`config.mk`:
```
export PLATFORM = sky130hd
export DESIGN_NAME = ahb_master_arbiter_flat
export DESIGN_NICKNAME = d
export VERILOG_FILES = /design/src/rtl/ahb_master_arbiter_if.sv /design/src/rtl/ahb_master_arbiter.sv /design/src/flat_wrapper.sv
export SDC_FILE = /design/constraint.sdc
export NUM_CORES = 1
export LEC_CHECK = 0
export ABC_AREA = 1
export BUFFER_PORTS_ARGS = -buffer_cell sky130_fd_sc_hd__buf_2
export CORE_AREA = 2 2 123 125
export CTS_BUF_LIST = sky130_fd_sc_hd__clkbuf_8
export DETAILED_ROUTE_END_ITERATION = 10
export DIE_AREA = 0 0 125 127
export PLACE_DENSITY_LB_ADDON = 0.12
export SETUP_SLACK_MARGIN = 0.15
export SYNTH_ARGS = -nofsm -noshare
export SYNTH_HDL_FRONTEND = slang
export SYNTH_SLANG_ARGS = --single-unit
```
`constraint.sdc`:
```
create_clock -name HCLK -period 1.34 [get_ports HCLK]
set_clock_uncertainty 0.2 [all_clocks]
set_input_delay 0.201 -clock HCLK [delete_from_list [all_inputs] [get_ports HCLK]]
set_output_delay 0.201 -clock HCLK [all_outputs]
set_load 0.05 [all_outputs]
```
`src/rtl/ahb_master_arbiter_if.sv`:
```
// ahb_master_arbiter_if: the two master ports plus the shared slave-side port of the arbiter
interface ahb_master_arbiter_if;
    logic        M0_HBUSREQ, M1_HBUSREQ, M0_HLOCK, M1_HLOCK;
    logic [31:0] M0_HADDR, M1_HADDR, M0_HWDATA, M1_HWDATA;
    logic [1:0]  M0_HTRANS, M1_HTRANS;
    logic        M0_HWRITE, M1_HWRITE;
    logic [2:0]  M0_HSIZE, M1_HSIZE;
    logic        M0_HGRANT, M1_HGRANT, M0_HREADY, M1_HREADY;
    logic [31:0] M0_HRDATA, M1_HRDATA;
    logic [31:0] HADDR, HWDATA, HRDATA;
    logic [1:0]  HTRANS;
    logic        HWRITE, HMASTLOCK, HMASTER, HREADY;
    logic [2:0]  HSIZE;
    modport slave (
        input  M0_HBUSREQ, M1_HBUSREQ, M0_HLOCK, M1_HLOCK, M0_HADDR, M1_HADDR,
               M0_HTRANS, M1_HTRANS, M0_HWRITE, M1_HWRITE, M0_HSIZE, M1_HSIZE,
               M0_HWDATA, M1_HWDATA, HREADY, HRDATA,
        output M0_HGRANT, M1_HGRANT, M0_HREADY, M1_HREADY, M0_HRDATA, M1_HRDATA,
               HADDR, HTRANS, HWRITE, HSIZE, HWDATA, HMASTLOCK, HMASTER
    );
    modport master (
        output M0_HBUSREQ, M1_HBUSREQ, M0_HLOCK, M1_HLOCK, M0_HADDR, M1_HADDR,
               M0_HTRANS, M1_HTRANS, M0_HWRITE, M1_HWRITE, M0_HSIZE, M1_HSIZE,
               M0_HWDATA, M1_HWDATA, HREADY, HRDATA,
        input  M0_HGRANT, M1_HGRANT, M0_HREADY, M1_HREADY, M0_HRDATA, M1_HRDATA,
               HADDR, HTRANS, HWRITE, HSIZE, HWDATA, HMASTLOCK, HMASTER
    );
endinterface

```
`src/rtl/ahb_master_arbiter.sv`:
```
// ahb_master_arbiter: two-master AHB-Lite arbiter with registered grant and split address/data ownership
module ahb_master_arbiter #(
    parameter bit ROUND_ROBIN    = 1'b1,
    parameter bit DEFAULT_MASTER = 1'b0
) (
    input logic                 HCLK,
    input logic                 HRESETn,
    ahb_master_arbiter_if.slave bus
);
    logic       grant_q, grant_d, addr_owner_q, addr_owner_d;
    logic       data_owner_q, data_owner_d, lock_q, lock_d;
    logic [1:0] req, lck, htrans_g;
    logic       hold, pick;
    always_comb begin
        req          = {bus.M1_HBUSREQ, bus.M0_HBUSREQ};
        lck          = {bus.M1_HLOCK, bus.M0_HLOCK};
        htrans_g     = grant_q ? bus.M1_HTRANS : bus.M0_HTRANS;
        // BUSY and SEQ are the only transfer types with bit 0 set
        hold         = (lck[grant_q] && req[grant_q]) || htrans_g[0];
        pick         = ROUND_ROBIN
                       ? (req[!grant_q] ? !grant_q : req[grant_q] ? grant_q : DEFAULT_MASTER)
                       : (req[0] ? 1'b0 : req[1] ? 1'b1 : DEFAULT_MASTER);
        grant_d      = bus.HREADY ? (hold ? grant_q : pick) : grant_q;
        addr_owner_d = bus.HREADY ? grant_q : addr_owner_q;
        data_owner_d = bus.HREADY ? addr_owner_q : data_owner_q;
        lock_d       = bus.HREADY ? lck[grant_q] : lock_q;
    end
    always_ff @(posedge HCLK) begin
        if (!HRESETn) begin
            grant_q      <= DEFAULT_MASTER;
            addr_owner_q <= DEFAULT_MASTER;
            data_owner_q <= DEFAULT_MASTER;
            lock_q       <= 1'b0;
        end else begin
            grant_q      <= grant_d;
            addr_owner_q <= addr_owner_d;
            data_owner_q <= data_owner_d;
            lock_q       <= lock_d;
        end
    end
    assign bus.M0_HGRANT = !grant_q;
    assign bus.M1_HGRANT = grant_q;
    assign bus.M0_HREADY = bus.HREADY;
    assign bus.M1_HREADY = bus.HREADY;
    assign bus.M0_HRDATA = bus.HRDATA;
    assign bus.M1_HRDATA = bus.HRDATA;
    assign bus.HADDR     = addr_owner_q ? bus.M1_HADDR : bus.M0_HADDR;
    assign bus.HTRANS    = !HRESETn ? 2'b00 : addr_owner_q ? bus.M1_HTRANS : bus.M0_HTRANS;
    assign bus.HWRITE    = addr_owner_q ? bus.M1_HWRITE : bus.M0_HWRITE;
    assign bus.HSIZE     = addr_owner_q ? bus.M1_HSIZE : bus.M0_HSIZE;
    assign bus.HWDATA    = data_owner_q ? bus.M1_HWDATA : bus.M0_HWDATA;
    assign bus.HMASTLOCK = lock_q;
    assign bus.HMASTER   = addr_owner_q;
endmodule

```
`src/flat_wrapper.sv`:
```
// flat-port wrapper written by rule: the top's interface ports become plain ports
module ahb_master_arbiter_flat 
#(
    parameter bit ROUND_ROBIN    = 1'b1,
    parameter bit DEFAULT_MASTER = 1'b0
)
  (HCLK, HRESETn, bus_M0_HBUSREQ, bus_M1_HBUSREQ, bus_M0_HLOCK, bus_M1_HLOCK, bus_M0_HADDR, bus_M1_HADDR, bus_M0_HTRANS, bus_M1_HTRANS, bus_M0_HWRITE, bus_M1_HWRITE, bus_M0_HSIZE, bus_M1_HSIZE, bus_M0_HWDATA, bus_M1_HWDATA, bus_HREADY, bus_HRDATA, bus_M0_HGRANT, bus_M1_HGRANT, bus_M0_HREADY, bus_M1_HREADY, bus_M0_HRDATA, bus_M1_HRDATA, bus_HADDR, bus_HTRANS, bus_HWRITE, bus_HSIZE, bus_HWDATA, bus_HMASTLOCK, bus_HMASTER);
  ahb_master_arbiter_if bus_i ();
  input logic HCLK;
  input logic HRESETn;
  input wire logic [$bits(bus_i.M0_HBUSREQ)-1:0] bus_M0_HBUSREQ;
  input wire logic [$bits(bus_i.M1_HBUSREQ)-1:0] bus_M1_HBUSREQ;
  input wire logic [$bits(bus_i.M0_HLOCK)-1:0] bus_M0_HLOCK;
  input wire logic [$bits(bus_i.M1_HLOCK)-1:0] bus_M1_HLOCK;
  input wire logic [$bits(bus_i.M0_HADDR)-1:0] bus_M0_HADDR;
  input wire logic [$bits(bus_i.M1_HADDR)-1:0] bus_M1_HADDR;
  input wire logic [$bits(bus_i.M0_HTRANS)-1:0] bus_M0_HTRANS;
  input wire logic [$bits(bus_i.M1_HTRANS)-1:0] bus_M1_HTRANS;
  input wire logic [$bits(bus_i.M0_HWRITE)-1:0] bus_M0_HWRITE;
  input wire logic [$bits(bus_i.M1_HWRITE)-1:0] bus_M1_HWRITE;
  input wire logic [$bits(bus_i.M0_HSIZE)-1:0] bus_M0_HSIZE;
  input wire logic [$bits(bus_i.M1_HSIZE)-1:0] bus_M1_HSIZE;
  input wire logic [$bits(bus_i.M0_HWDATA)-1:0] bus_M0_HWDATA;
  input wire logic [$bits(bus_i.M1_HWDATA)-1:0] bus_M1_HWDATA;
  input wire logic [$bits(bus_i.HREADY)-1:0] bus_HREADY;
  input wire logic [$bits(bus_i.HRDATA)-1:0] bus_HRDATA;
  output wire logic [$bits(bus_i.M0_HGRANT)-1:0] bus_M0_HGRANT;
  output wire logic [$bits(bus_i.M1_HGRANT)-1:0] bus_M1_HGRANT;
  output wire logic [$bits(bus_i.M0_HREADY)-1:0] bus_M0_HREADY;
  output wire logic [$bits(bus_i.M1_HREADY)-1:0] bus_M1_HREADY;
  output wire logic [$bits(bus_i.M0_HRDATA)-1:0] bus_M0_HRDATA;
  output wire logic [$bits(bus_i.M1_HRDATA)-1:0] bus_M1_HRDATA;
  output wire logic [$bits(bus_i.HADDR)-1:0] bus_HADDR;
  output wire logic [$bits(bus_i.HTRANS)-1:0] bus_HTRANS;
  output wire logic [$bits(bus_i.HWRITE)-1:0] bus_HWRITE;
  output wire logic [$bits(bus_i.HSIZE)-1:0] bus_HSIZE;
  output wire logic [$bits(bus_i.HWDATA)-1:0] bus_HWDATA;
  output wire logic [$bits(bus_i.HMASTLOCK)-1:0] bus_HMASTLOCK;
  output wire logic [$bits(bus_i.HMASTER)-1:0] bus_HMASTER;
  assign bus_i.M0_HBUSREQ = bus_M0_HBUSREQ;
  assign bus_i.M1_HBUSREQ = bus_M1_HBUSREQ;
  assign bus_i.M0_HLOCK = bus_M0_HLOCK;
  assign bus_i.M1_HLOCK = bus_M1_HLOCK;
  assign bus_i.M0_HADDR = bus_M0_HADDR;
  assign bus_i.M1_HADDR = bus_M1_HADDR;
  assign bus_i.M0_HTRANS = bus_M0_HTRANS;
  assign bus_i.M1_HTRANS = bus_M1_HTRANS;
  assign bus_i.M0_HWRITE = bus_M0_HWRITE;
  assign bus_i.M1_HWRITE = bus_M1_HWRITE;
  assign bus_i.M0_HSIZE = bus_M0_HSIZE;
  assign bus_i.M1_HSIZE = bus_M1_HSIZE;
  assign bus_i.M0_HWDATA = bus_M0_HWDATA;
  assign bus_i.M1_HWDATA = bus_M1_HWDATA;
  assign bus_i.HREADY = bus_HREADY;
  assign bus_i.HRDATA = bus_HRDATA;
  assign bus_M0_HGRANT = bus_i.M0_HGRANT;
  assign bus_M1_HGRANT = bus_i.M1_HGRANT;
  assign bus_M0_HREADY = bus_i.M0_HREADY;
  assign bus_M1_HREADY = bus_i.M1_HREADY;
  assign bus_M0_HRDATA = bus_i.M0_HRDATA;
  assign bus_M1_HRDATA = bus_i.M1_HRDATA;
  assign bus_HADDR = bus_i.HADDR;
  assign bus_HTRANS = bus_i.HTRANS;
  assign bus_HWRITE = bus_i.HWRITE;
  assign bus_HSIZE = bus_i.HSIZE;
  assign bus_HWDATA = bus_i.HWDATA;
  assign bus_HMASTLOCK = bus_i.HMASTLOCK;
  assign bus_HMASTER = bus_i.HMASTER;
  ahb_master_arbiter #(.ROUND_ROBIN(ROUND_ROBIN), .DEFAULT_MASTER(DEFAULT_MASTER)) u_core (.HCLK(HCLK), .HRESETn(HRESETn), .bus(bus_i));
endmodule
```
==> summary.md, run 1 <==
| Metric | Value |
|---|---|
| F_max | `approximately 580 MHz` |
| Die X | `between 100 and 150 µm` |
| Via density | `around 3.7` |
| DR vias | `between 2000 and 2500` |
| Leading cell types in the layout, fill and taps excluded | `148 x buf_2, 67 x nand2_4, 50 x buf_6` |
| Worst Path Arrival | `around 1.3 ns` |
| Ant. Diodes | `0` |
| CTS hold repair buffers | `0` |
| Die Span Y | `roughly 130 µm` |
| Area leader, netlist | `buf_4` |
| Initial antenna violation count | `0` |
| Fin cells | `~620` |
| Pre-antenna DRT Iters | `5` |
| Cell variety after synth | `15` |
| Clock slew seen by the registers of the worst setup and hold paths | `0.03 ns` |
| FF-to-FF path depth | `5` |
| Yosys reg bits | `4` |
| Final setup fails | `71` |
| Global-route wire length before repair | `between 10 and 15 mm` |
| Worst setup margin | `-0.385 ns` |
| Critical Path Slowest Stage Cell | `dfxtp_4` |
| Placed cell count | `589` |
| Worst Tran Pin Value | `0.248 ns` |
| Layout area overhead | `175%` |
| Buf+Inv Stages, Crit Path | `3` |
| Skew-Pair Late Insertion Delay | `between 0.2 and 0.25 ns` |
| Outcome | `finished, violations left` |
| Post-Synth Adder-Cell Area | `0` |
| RSZ-0062 raised after global routing | `true` |
| Syn Inst Count | `about 250` |
| Port Buffer Count | `between 200 and 250` |
| Beginning of the worst hold path | `HRESETn` |
| Hpwl dp | `6.11 mm` |
| Min cycle time layout | `~1.7 ns` |
| Post-Synthesis Cell Area | `~1700 µm²` |
| Register area share after synthesis | `0.0471` |
| CTS sink count | `4` |
| WL/cell | `between 10 and 15 µm` |
| Mean Syn Cell Area | `about 6.7 µm²` |
| Critical path, cell by cell | `buf_6, buf_16, mux2_4, buf_6` |
| DRC viols | `0` |
| Post-Synth Simple-Gate Area | `0.273` |
| R2R Path End | `u_core.bus.HMASTER$_SDFFE_PN0P_` |
| Final hold vios | `0` |
| Num CTS Buffers | `3` |
| Total I/O pin count | `319` |
| CP Class | `flop to output port` |
| Hold depth | `3` |
| Synth Net Count | `433` |
| Pin count of the biggest net entering global routing | `18` |
| Core box area | `14400 µm²` |
| P per Cell Area | `between 500 and 600 nW/µm²` |
| WHS Endpoint | `u_core.bus.HMASTER$_SDFFE_PN0P_` |
| Final Max Slew Viols | `0` |
| Max IR drop VDD | `between 0.2 and 0.25 mV` |
| Share of layout cells above drive strength 1 | `0.923` |
| H-Tree Depth | `1` |
| Crit-path leading delay family | `buffers and inverters` |
| Most frequent CP cell | `buf_6` |
| Vias in the first global route | `around 2600` |
| Iteration-0 DRC Markers | `24` |
| Crit path launch type | `flop` |
| Full die area | `about 16000 µm²` |
| FP Rows | `44` |
| Routed Antenna Nets | `0` |
| Largest family of logic cells by synthesized area | `buffers and inverters` |
| Top cells by area, synth | `buf_4 30%, mux2_4 26%, nand2_1 26%` |
| Maximum root-to-sink buffer count | `2` |
| Most common cell after layout, fill and taps aside | `buf_2` |
| Critical-path maximum fanout | `8` |
| Final setup TNS | `-22.22 ns` |
| Max stage delay on crit path | `just under 0.4 ns` |
| R2r setup slk | `about 0.080 ns` |
| Mux contribution to synthesized area | `0.276` |
| Yosys warnings | `0` |
| CTS tree | `done` |
| Initial Util | `0.118` |
| Max-cap check violation count | `0` |
| XOR/XNOR Fraction of Synth Area | `0` |
| Failing checks | `negative setup slack` |
| CTS root buffer | `clkbuf_8` |
| CP endpoint kind | `output port` |
| Worst Hold Class | `primary input to flop` |
| Worst slew margin | `0.835` |
| GP Congestion | `~0.75` |
| DRT Wirelength | `8.89 mm` |
| GR Overflow Total | `0` |
| Compound-Gate Fraction of Synth Area | `0.0280` |
| Tcrit/Tclk final | `1.29` |
| Final #Nets | `about 620` |
| Worst reg2reg startpoint | `u_core.bus.HMASTER$_SDFFE_PN0P_` |
| Area share of the leading cell type in the synthesized netlist | `0.300` |
| Required time worst endpoint | `roughly 0.94 ns` |
| LEAKAGE | `2.35 nW` |
| GRT Resource Usage Total | `0.0990` |
[layer usage]
layer | global-route usage | part of all wire | vias up | wire, µm
met2 | 0.216 | 0.59 | 137 | 5210
met3 | 0.0243 | 0.085 | 17 | 757
met5 | 0 | 0 | - | 0
li1 | - | - | 1100 | -
met1 | 0.0911 | 0.32 | 1048 | 2820
met4 | 0.0170 | 0.011 | 0 | 102
[layout make-up]
type	instances	area (µm²)
fill	1482	9760
timing repair buffer	261	2370
multi-input combinational	164	1880
tap	184	230
sequential	4	91.3
inverter	8	46.3
clock buffer	3	41.3
[worst reg2reg max path: stages, from the launching register on]
cell and delay, ns:
dfxtp_4 0.38, buf_6 0.15, buf_16 0.14, buf_6 0.11
o21ai_2 0.12, a21oi_2 0.05
[flip-flops by register name, indices dropped and copies added, names as in the netlist]
| signal | count |
|---|---|
| u_core.bus.HMASTER | 1 |
| u_core.bus.HMASTLOCK | 1 |
| u_core.bus.M1_HGRANT | 1 |
| u_core.data_owner_q | 1 |
[through the flow]
stage	hold WS, ns	power [mW]	cell area, µm²	utilization	setup slack [ns]
final	0.102	2.74	4670	0.324	-0.385
after floorplan	0.0803	1.87	2270	-	-0.0903
after global routing	0.100	2.87	4670	0.324	-0.427
after global placement	0.202	1.77	3040	0.211	-0.185
after CTS	0.0952	2.62	4270	0.296	-0.395
after detailed placement	0.202	1.77	3040	0.211	-0.209
[kinds of logic after synthesis]
kind of cell / count (synthesis)
multiplexers: 32
AO/OA/AOI/OAI: 9
buffers and inverters: 86
flip-flops: 4
AND/OR/NAND/NOR: 123
[what timing repair did]
action	in CTS	in global routing
setup endpoints to repair	75	75
buffers inserted	19	2
gates resized for setup	257	59
cloned	7	4
pin swaps	2	9
hold endpoints to repair	0	0
[synthesized netlist by cell type]
| master | count |
|---|---|
| nand2_1 | 116 |
| buf_4 | 68 |
| mux2_4 | 29 |
| inv_1 | 8 |
| nor2_1 | 5 |
| a21oi_1 | 4 |
| dfxtp_1 | 4 |
| o21ai_0 | 4 |
| buf_12 | 3 |
| buf_2 | 3 |
| clkbuf_1 | 3 |
| mux2_2 | 3 |
| nand3_1 | 2 |
| buf_6 | 1 |
| o211ai_1 | 1 |
[where the power goes]
part           internal (mW)  total, mW  switching, mW
Clock                  0.192      0.254         0.0620
Sequential             0.125      0.139         0.0138
Combinational           1.08       2.35           1.28
Total                   1.39       2.74           1.35
[worst max path at each step]
stage	slack [ns]	end	startpoint	cells past startpoint
2_1_floorplan	-0.09	u_core.bus.M1_HGRANT$_SDFFE_PN0P_	u_core.bus.M1_HGRANT$_SDFFE_PN0P_	5
6_report	-0.39	bus_HWDATA[4]	u_core.data_owner_q$_SDFFE_PN0P_	4
5_1_grt	-0.43	bus_HWDATA[30]	u_core.data_owner_q$_SDFFE_PN0P_	4
4_1_cts	-0.40	bus_HWDATA[28]	u_core.data_owner_q$_SDFFE_PN0P_	4
3_5_place_dp	-0.21	bus_HADDR[6]	u_core.bus.HMASTER$_SDFFE_PN0P_	4
3_3_place_gp	-0.19	bus_HWDATA[19]	u_core.data_owner_q$_SDFFE_PN0P_	3
No activity file was read; power rests on OpenSTA's default activity.
==> run 2: changes to the inputs <==
--- a/config.mk
+++ b/config.mk
@@ -9,8 +9,10 @@
 export BUFFER_PORTS_ARGS = -buffer_cell sky130_fd_sc_hd__buf_2
 export CORE_AREA = 2 2 123 125
 export CTS_BUF_LIST = sky130_fd_sc_hd__clkbuf_8
+export CTS_CLUSTER_DIAMETER = 50
 export DETAILED_ROUTE_END_ITERATION = 10
 export DIE_AREA = 0 0 125 127
+export MAX_ROUTING_LAYER = met4
 export PLACE_DENSITY_LB_ADDON = 0.12
 export SETUP_SLACK_MARGIN = 0.15
 export SYNTH_ARGS = -nofsm -noshare
==> run 2 against run 1 <==
Largest power group unchanged; utilization up 0.078 points; critical path type unchanged; sequential share of layout area about the same; non-clock buffer count unchanged; the flow still finishes with violations (negative setup slack).
==> summary.md, run 2 (same netlist as run 1, synthesis figures left out) <==
| Metric | Value |
|---|---|
| Outcome | `finished, violations left (unchanged)` |
| Failing checks | `negative setup slack (unchanged)` |
| Num CTS Buffers | `3 (unchanged)` |
| Share of layout cells above drive strength 1 | `0.923 (unchanged)` |
| Most Used Layer, Global Route | `met2 (unchanged)` |
| Initial antenna violation count | `0 (unchanged)` |
| Global-route wire length before repair | `12.7 mm (about the same)` |
| FILL cells | `1482 (unchanged)` |
| Die Span Y | `127 µm (unchanged)` |
| Initial Util | `0.118 (unchanged)` |
| LEAKAGE | `2.34 nW (was 2.35 nW)` |
| Comb power frac | `0.857 (about the same)` |
| F_max | `580 MHz (about the same)` |
| Core box area | `14400 µm² (unchanged)` |
| Worst Tran Pin Value | `0.248 ns (about the same)` |
| Min cycle time layout | `1.73 ns (about the same)` |
| Cell Int Power | `1.40 mW (was 1.39 mW)` |
| Maximum root-to-sink buffer count | `2 (unchanged)` |
| WL/cell | `14.3 µm (was 14.2 µm)` |
| Sw power | `1.35 mW (about the same)` |
| Clock slew seen by the registers of the worst setup and hold paths | `0.03 ns (about the same)` |
| Required time worst endpoint | `0.94 ns (about the same)` |
| Full die area | `15900 µm² (unchanged)` |
| Layout area overhead | `175% (about the same)` |
| RSZ-0062 raised after global routing | `true (unchanged)` |
| Tot Pwr | `2.75 mW (was 2.74 mW)` |
| Tcrit/Tclk final | `1.29 (about the same)` |
| Final #Nets | `621 (unchanged)` |
| Skew-Pair Late Insertion Delay | `0.22 ns (about the same)` |
| Routed Antenna Nets | `0 (unchanged)` |
| M3 GR Usage | `0.0209 (was 0.0243)` |
| Iteration-0 DRC Markers | `26 (was 24)` |
| DRC viols | `0 (unchanged)` |
| Worst setup margin | `-0.385 ns (about the same)` |
| Total I/O pin count | `319 (unchanged)` |
| P per Cell Area | `588 nW/µm² (about the same)` |
| Via density | `3.69 (about the same)` |
| Die X | `125 µm (unchanged)` |
| Max-cap check violation count | `0 (unchanged)` |
| CP startpoint | `u_core.data_owner_q$_SDFFE_PN0P_ (unchanged)` |
| GRT Resource Usage Total | `0.102 (was 0.0990)` |
| Hpwl dp | `6.11 mm (unchanged)` |
| GR Overflow Total | `0 (unchanged)` |
| Switching portion of total power | `0.493 (was 0.492)` |
| H-Tree Depth | `1 (unchanged)` |
| Beginning of the worst hold path | `HRESETn (unchanged)` |
| Design area | `4680 µm² (was 4670 µm²)` |
| CTS hold repair buffers | `0 (unchanged)` |
| Worst Hold Class | `primary input to flop (unchanged)` |
| Final setup fails | `71 (unchanged)` |
| Port Buffer Count | `222 (unchanged)` |
| Vias in the first global route | `2578 (was 2577)` |
| Most common cell after layout, fill and taps aside | `buf_2 (unchanged)` |
| Final hold vios | `0 (unchanged)` |
| DR vias | `2304 (was 2302)` |
| Crit path launch type | `flop (unchanged)` |
| Pin count of the biggest net entering global routing | `18 (unchanged)` |
| Worst reg2reg startpoint | `u_core.bus.HMASTER$_SDFFE_PN0P_ (unchanged)` |
| DP Area | `3040 µm² (unchanged)` |
| Flop pwr share | `0.050 (was 0.051)` |
| CTS tree | `done (unchanged)` |
| Ant. Diodes | `0 (unchanged)` |
| Clock Power Share | `0.092 (about the same)` |
| DRT Wirelength | `8.93 mm (was 8.89 mm)` |
| Pre-antenna DRT Iters | `5 (unchanged)` |
| Max IR drop VDD | `0.239 mV (about the same)` |
| Final Max Slew Viols | `0 (unchanged)` |
| CP Class | `flop to output port (unchanged)` |
| Critical-path maximum fanout | `8 (unchanged)` |
| GP Congestion | `0.762 (was 0.753)` |
| Final core utilization | `0.324 (about the same)` |
| Met1 global-route usage | `0.0931 (was 0.0911)` |
| CTS sink count | `4 (unchanged)` |
| FP Rows | `44 (unchanged)` |
| Leading cell types in the layout, fill and taps excluded | `148 x buf_2, 65 x nand2_4, 50 x buf_6 (was 148 x buf_2, 67 x nand2_4, 50 x buf_6)` |
| Worst slew margin | `0.835 (unchanged)` |
| CTS root buffer | `clkbuf_8 (unchanged)` |
| GR met2 Demand/Resource | `0.216 (unchanged)` |
| CP endpoint kind | `output port (unchanged)` |
| Worst Path Arrival | `1.32 ns (about the same)` |
[run 2: cell counts in the layout (fill, tap and decap cells not counted)]
No cell type changed its count.
[run 2: critical path: stages (launching register included)]
cell	delay (ns)
dfxtp_4	0.39
buf_6	0.12
buf_16	0.13
mux2_4	0.31
buf_6	0.15
[run 2: per-layer routing]
layer / routed length [µm] / vias to the layer above
met1: 2910 / 1050
li1: - / 1102
met3: 709 / 15
met5: 0 / -
met4: 80 / 0
met2: 5230 / 137
[run 2: final cells by class]
type | count | area [µm²] | area share
clock buffers | 3 | 41.3 | 0.00883
flip-flops and latches | 4 | 91.3 | 0.0195
inverters | 8 | 46.3 | 0.00990
repair buffers | 261 | 2380 | 0.509
multi-input cells | 164 | 1890 | 0.403
well taps | 184 | 230 | 0.0492
[run 2: timing repair]
action / in CTS / in global routing
setup buffers: 19 / 2
pin swaps: 2 / 5
cloned: 7 / 4
endpoints found under the setup margin: 75 / 75
gates resized for setup: 257 / 60
[run 2: stage by stage]
| stage | setup TNS, ns | hold slack [ns] | setup slack (ns) | cells |
|---|---|---|---|---|
| finish | -22.46 | 0.101 | -0.385 | 624 |
| detailed placement | -11.80 | 0.202 | -0.209 | 589 |
| global placement | -10.84 | 0.202 | -0.185 | 589 |
| floorplan | -1.56 | 0.0803 | -0.0903 | 254 |
| CTS | -21.32 | 0.0952 | -0.395 | 618 |
| global route | -25.34 | 0.100 | -0.427 | 624 |
[run 2: power by group through the flow]
stage | combinational, mW | sequential (mW) | clock, mW
2_1_floorplan | 1.72 | 0.151 | 0
3_3_place_gp | 1.63 | 0.134 | 0
3_5_place_dp | 1.64 | 0.134 | 0
4_1_cts | 2.22 | 0.139 | 0.264
5_1_grt | 2.46 | 0.140 | 0.272
6_report | 2.36 | 0.139 | 0.254
[run 2: final timing paths]
check	to	cells past startpoint	slack [ns]
max	bus_HWDATA[4]	4	-0.39
min	u_core.bus.HMASTER$_SDFFE_PN0P_	3	0.10
min reg2reg	u_core.bus.HMASTLOCK$_SDFFE_PN0P_	2	0.27
max reg2reg	u_core.bus.HMASTER$_SDFFE_PN0P_	5	0.08
==> run 3: changes to the inputs <==
--- a/config.mk
+++ b/config.mk
@@ -14,6 +14,7 @@
 export DIE_AREA = 0 0 125 127
 export MAX_ROUTING_LAYER = met4
 export PLACE_DENSITY_LB_ADDON = 0.12
+export RECOVER_POWER = 100
 export SETUP_SLACK_MARGIN = 0.15
 export SYNTH_ARGS = -nofsm -noshare
 export SYNTH_HDL_FRONTEND = slang
==> run 3 against run 2 <==
The flow still finishes with violations (negative setup slack); fmax about the same; global-route usage unchanged; utilization shrank 0.16 points; register-to-register slack worse by 0.03 ns; final area down 0.51%; clock-buffer cell count is the same; combinational power barely moved; first-iteration DRC count rose by 15%; cell count unchanged; sequential power hardly changed; sequential cell count is the same; critical path depth unchanged.
==> summary.md, run 3 (same netlist as run 1, synthesis figures left out) <==
| Metric | Value |
|---|---|
| Outcome | `finished, violations left (unchanged)` |
| Failing checks | `negative setup slack (unchanged)` |
| Ant. Diodes | `0 (unchanged)` |
| Final setup fails | `71 (unchanged)` |
| Layout area overhead | `174% (was 175%)` |
| Die Span Y | `127 µm (unchanged)` |
| GP Congestion | `0.762 (unchanged)` |
| DRT Wirelength | `8.92 mm (was 8.93 mm)` |
| Tot Pwr | `2.74 mW (was 2.75 mW)` |
| Crit path launch type | `flop (unchanged)` |
| GRT Resource Usage Total | `0.102 (unchanged)` |
| RSZ-0062 raised after global routing | `true (unchanged)` |
| CTS tree | `done (unchanged)` |
| Most common cell after layout, fill and taps aside | `buf_2 (unchanged)` |
| DR vias | `2303 (was 2304)` |
| Total I/O pin count | `319 (unchanged)` |
| Critical Path Slowest Stage Cell | `dfxtp_4 (unchanged)` |
| Core box area | `14400 µm² (unchanged)` |
| Most Used Layer, Global Route | `met2 (unchanged)` |
| Via density | `3.69 (about the same)` |
| Skew-Pair Late Insertion Delay | `0.22 ns (about the same)` |
| CP Class | `flop to output port (unchanged)` |
| CTS root buffer | `clkbuf_8 (unchanged)` |
| Register area | `91.3 µm² (unchanged)` |
| Critical-path maximum fanout | `8 (unchanged)` |
| Num CTS Buffers | `3 (unchanged)` |
| Share of layout cells above drive strength 1 | `0.918 (was 0.923)` |
| Initial Util | `0.118 (unchanged)` |
| Initial antenna violation count | `0 (unchanged)` |
| Max IR drop VDD | `0.239 mV (about the same)` |
| F_max | `580 MHz (about the same)` |
| Full die area | `15900 µm² (unchanged)` |
| Port Buffer Count | `222 (unchanged)` |
| CTS hold repair buffers | `0 (unchanged)` |
| Worst Tran Pin Value | `0.285 ns (was 0.248 ns)` |
| Met1 global-route usage | `0.0931 (unchanged)` |
| Pin count of the biggest net entering global routing | `18 (unchanged)` |
| Tcrit/Tclk final | `1.29 (about the same)` |
| Clock slew seen by the registers of the worst setup and hold paths | `0.03 ns (about the same)` |
| FILL cells | `1487 (was 1482)` |
| Final setup TNS | `-22.36 ns (was -22.46 ns)` |
| Iteration-0 DRC Markers | `30 (was 26)` |
| H-Tree Depth | `1 (unchanged)` |
| Maximum root-to-sink buffer count | `2 (unchanged)` |
| Worst setup margin | `-0.385 ns (about the same)` |
| Vias in the first global route | `2578 (unchanged)` |
| DRC viols | `0 (unchanged)` |
| Hpwl dp | `6.11 mm (unchanged)` |
| Global-route wire length before repair | `12.7 mm (unchanged)` |
| Worst slew margin | `0.811 (was 0.835)` |
| M3 GR Usage | `0.0209 (unchanged)` |
| Die X | `125 µm (unchanged)` |
| Final hold vios | `0 (unchanged)` |
| LEAKAGE | `2.33 nW (was 2.34 nW)` |
| Routed Antenna Nets | `0 (unchanged)` |
| Worst Path Arrival | `1.32 ns (about the same)` |
| P per Cell Area | `589 nW/µm² (was 588 nW/µm²)` |
| Max stage delay on crit path | `0.39 ns (about the same)` |
| Area occupied by multi-input gates | `1880 µm² (was 1890 µm²)` |
| GR Overflow Total | `0 (unchanged)` |
| Final #Nets | `621 (unchanged)` |
| Worst Hold Class | `primary input to flop (unchanged)` |
| Beginning of the worst hold path | `HRESETn (unchanged)` |
| Max-cap check violation count | `0 (unchanged)` |
| Leading cell types in the layout, fill and taps excluded | `146 x buf_2, 65 x nand2_4, 49 x buf_6 (was 148 x buf_2, 65 x nand2_4, 50 x buf_6)` |
| CTS sink count | `4 (unchanged)` |
| WL/cell | `14.3 µm (about the same)` |
| Crit-path leading delay family | `buffers and inverters (unchanged)` |
| Required time worst endpoint | `0.94 ns (about the same)` |
| Min cycle time layout | `1.73 ns (about the same)` |
| Most frequent CP cell | `buf_6 (unchanged)` |
| FP Rows | `44 (unchanged)` |
| Pre-antenna DRT Iters | `5 (unchanged)` |
| CP startpoint | `u_core.data_owner_q$_SDFFE_PN0P_ (unchanged)` |
| CP endpoint kind | `output port (unchanged)` |
| Worst reg2reg startpoint | `u_core.bus.HMASTER$_SDFFE_PN0P_ (unchanged)` |
| GR met2 Demand/Resource | `0.216 (unchanged)` |
| Critical path, cell by cell | `buf_6, buf_16, mux2_4, buf_6 (unchanged)` |
| Final Max Slew Viols | `0 (unchanged)` |
| Buf+Inv Stages, Crit Path | `3 (unchanged)` |
==> run 3: through the flow <==
step	utilization	instances	cell area [µm²]	setup slack (ns)	hold WS [ns]
2_1_floorplan	-	254	2270	-0.0903	0.0803
3_3_place_gp	0.211	589	3040	-0.185	0.202
3_5_place_dp	0.211	589	3040	-0.209	0.202
4_1_cts	0.296	618	4270	-0.395	0.0952
5_1_grt	0.323	624	4650	-0.427	0.100
6_report	0.323	624	4650	-0.385	0.101
==> run 3: repair_timing <==
action                     CTS  global route
setup endpoints to repair   75            75
gates resized for setup    257            60
buffers inserted            19             2
cloned                       7             4
pin swaps                    2             5
==> run 3: final timing paths <==
kind	endpoint	slack [ns]	cells past startpoint
min reg2reg	u_core.bus.HMASTLOCK$_SDFFE_PN0P_	0.27	2
max reg2reg	u_core.bus.HMASTER$_SDFFE_PN0P_	0.05	5
max	bus_HWDATA[4]	-0.39	4
min	u_core.bus.HMASTER$_SDFFE_PN0P_	0.10	3
==> run 3: tightest hold or removal path, cell delays in order <==
cell and delay [ns]:
buf_2 0.16, o21ai_2 0.08, a21oi_2 0.04
==> run 3: cell type report <==
cell class                 instances  share of cell area
sequential                         4              0.0196
clock buffer                       3             0.00887
timing repair buffer             261               0.508
inverter                           8             0.00995
multi-input combinational        164               0.405
tap                              184              0.0495
==> run 3: power by group <==
group	switching [mW]	total (mW)	internal [mW]	leakage, nW
Combinational	1.28	2.35	1.07	2.28
Clock	0.0622	0.254	0.192	0.0216
Sequential	0.0135	0.138	0.125	0.0350
Total	1.35	2.74	1.39	2.33
==> run 3: routing by layer <==
metal / wire length [µm] / up-vias / share of wire
met2: 5220 / 137 / 0.59
met1: 2900 / 1050 / 0.33
met4: 80 / 0 / 0.0090
li1: - / 1101 / -
met5: 0 / - / 0
met3: 709 / 15 / 0.080
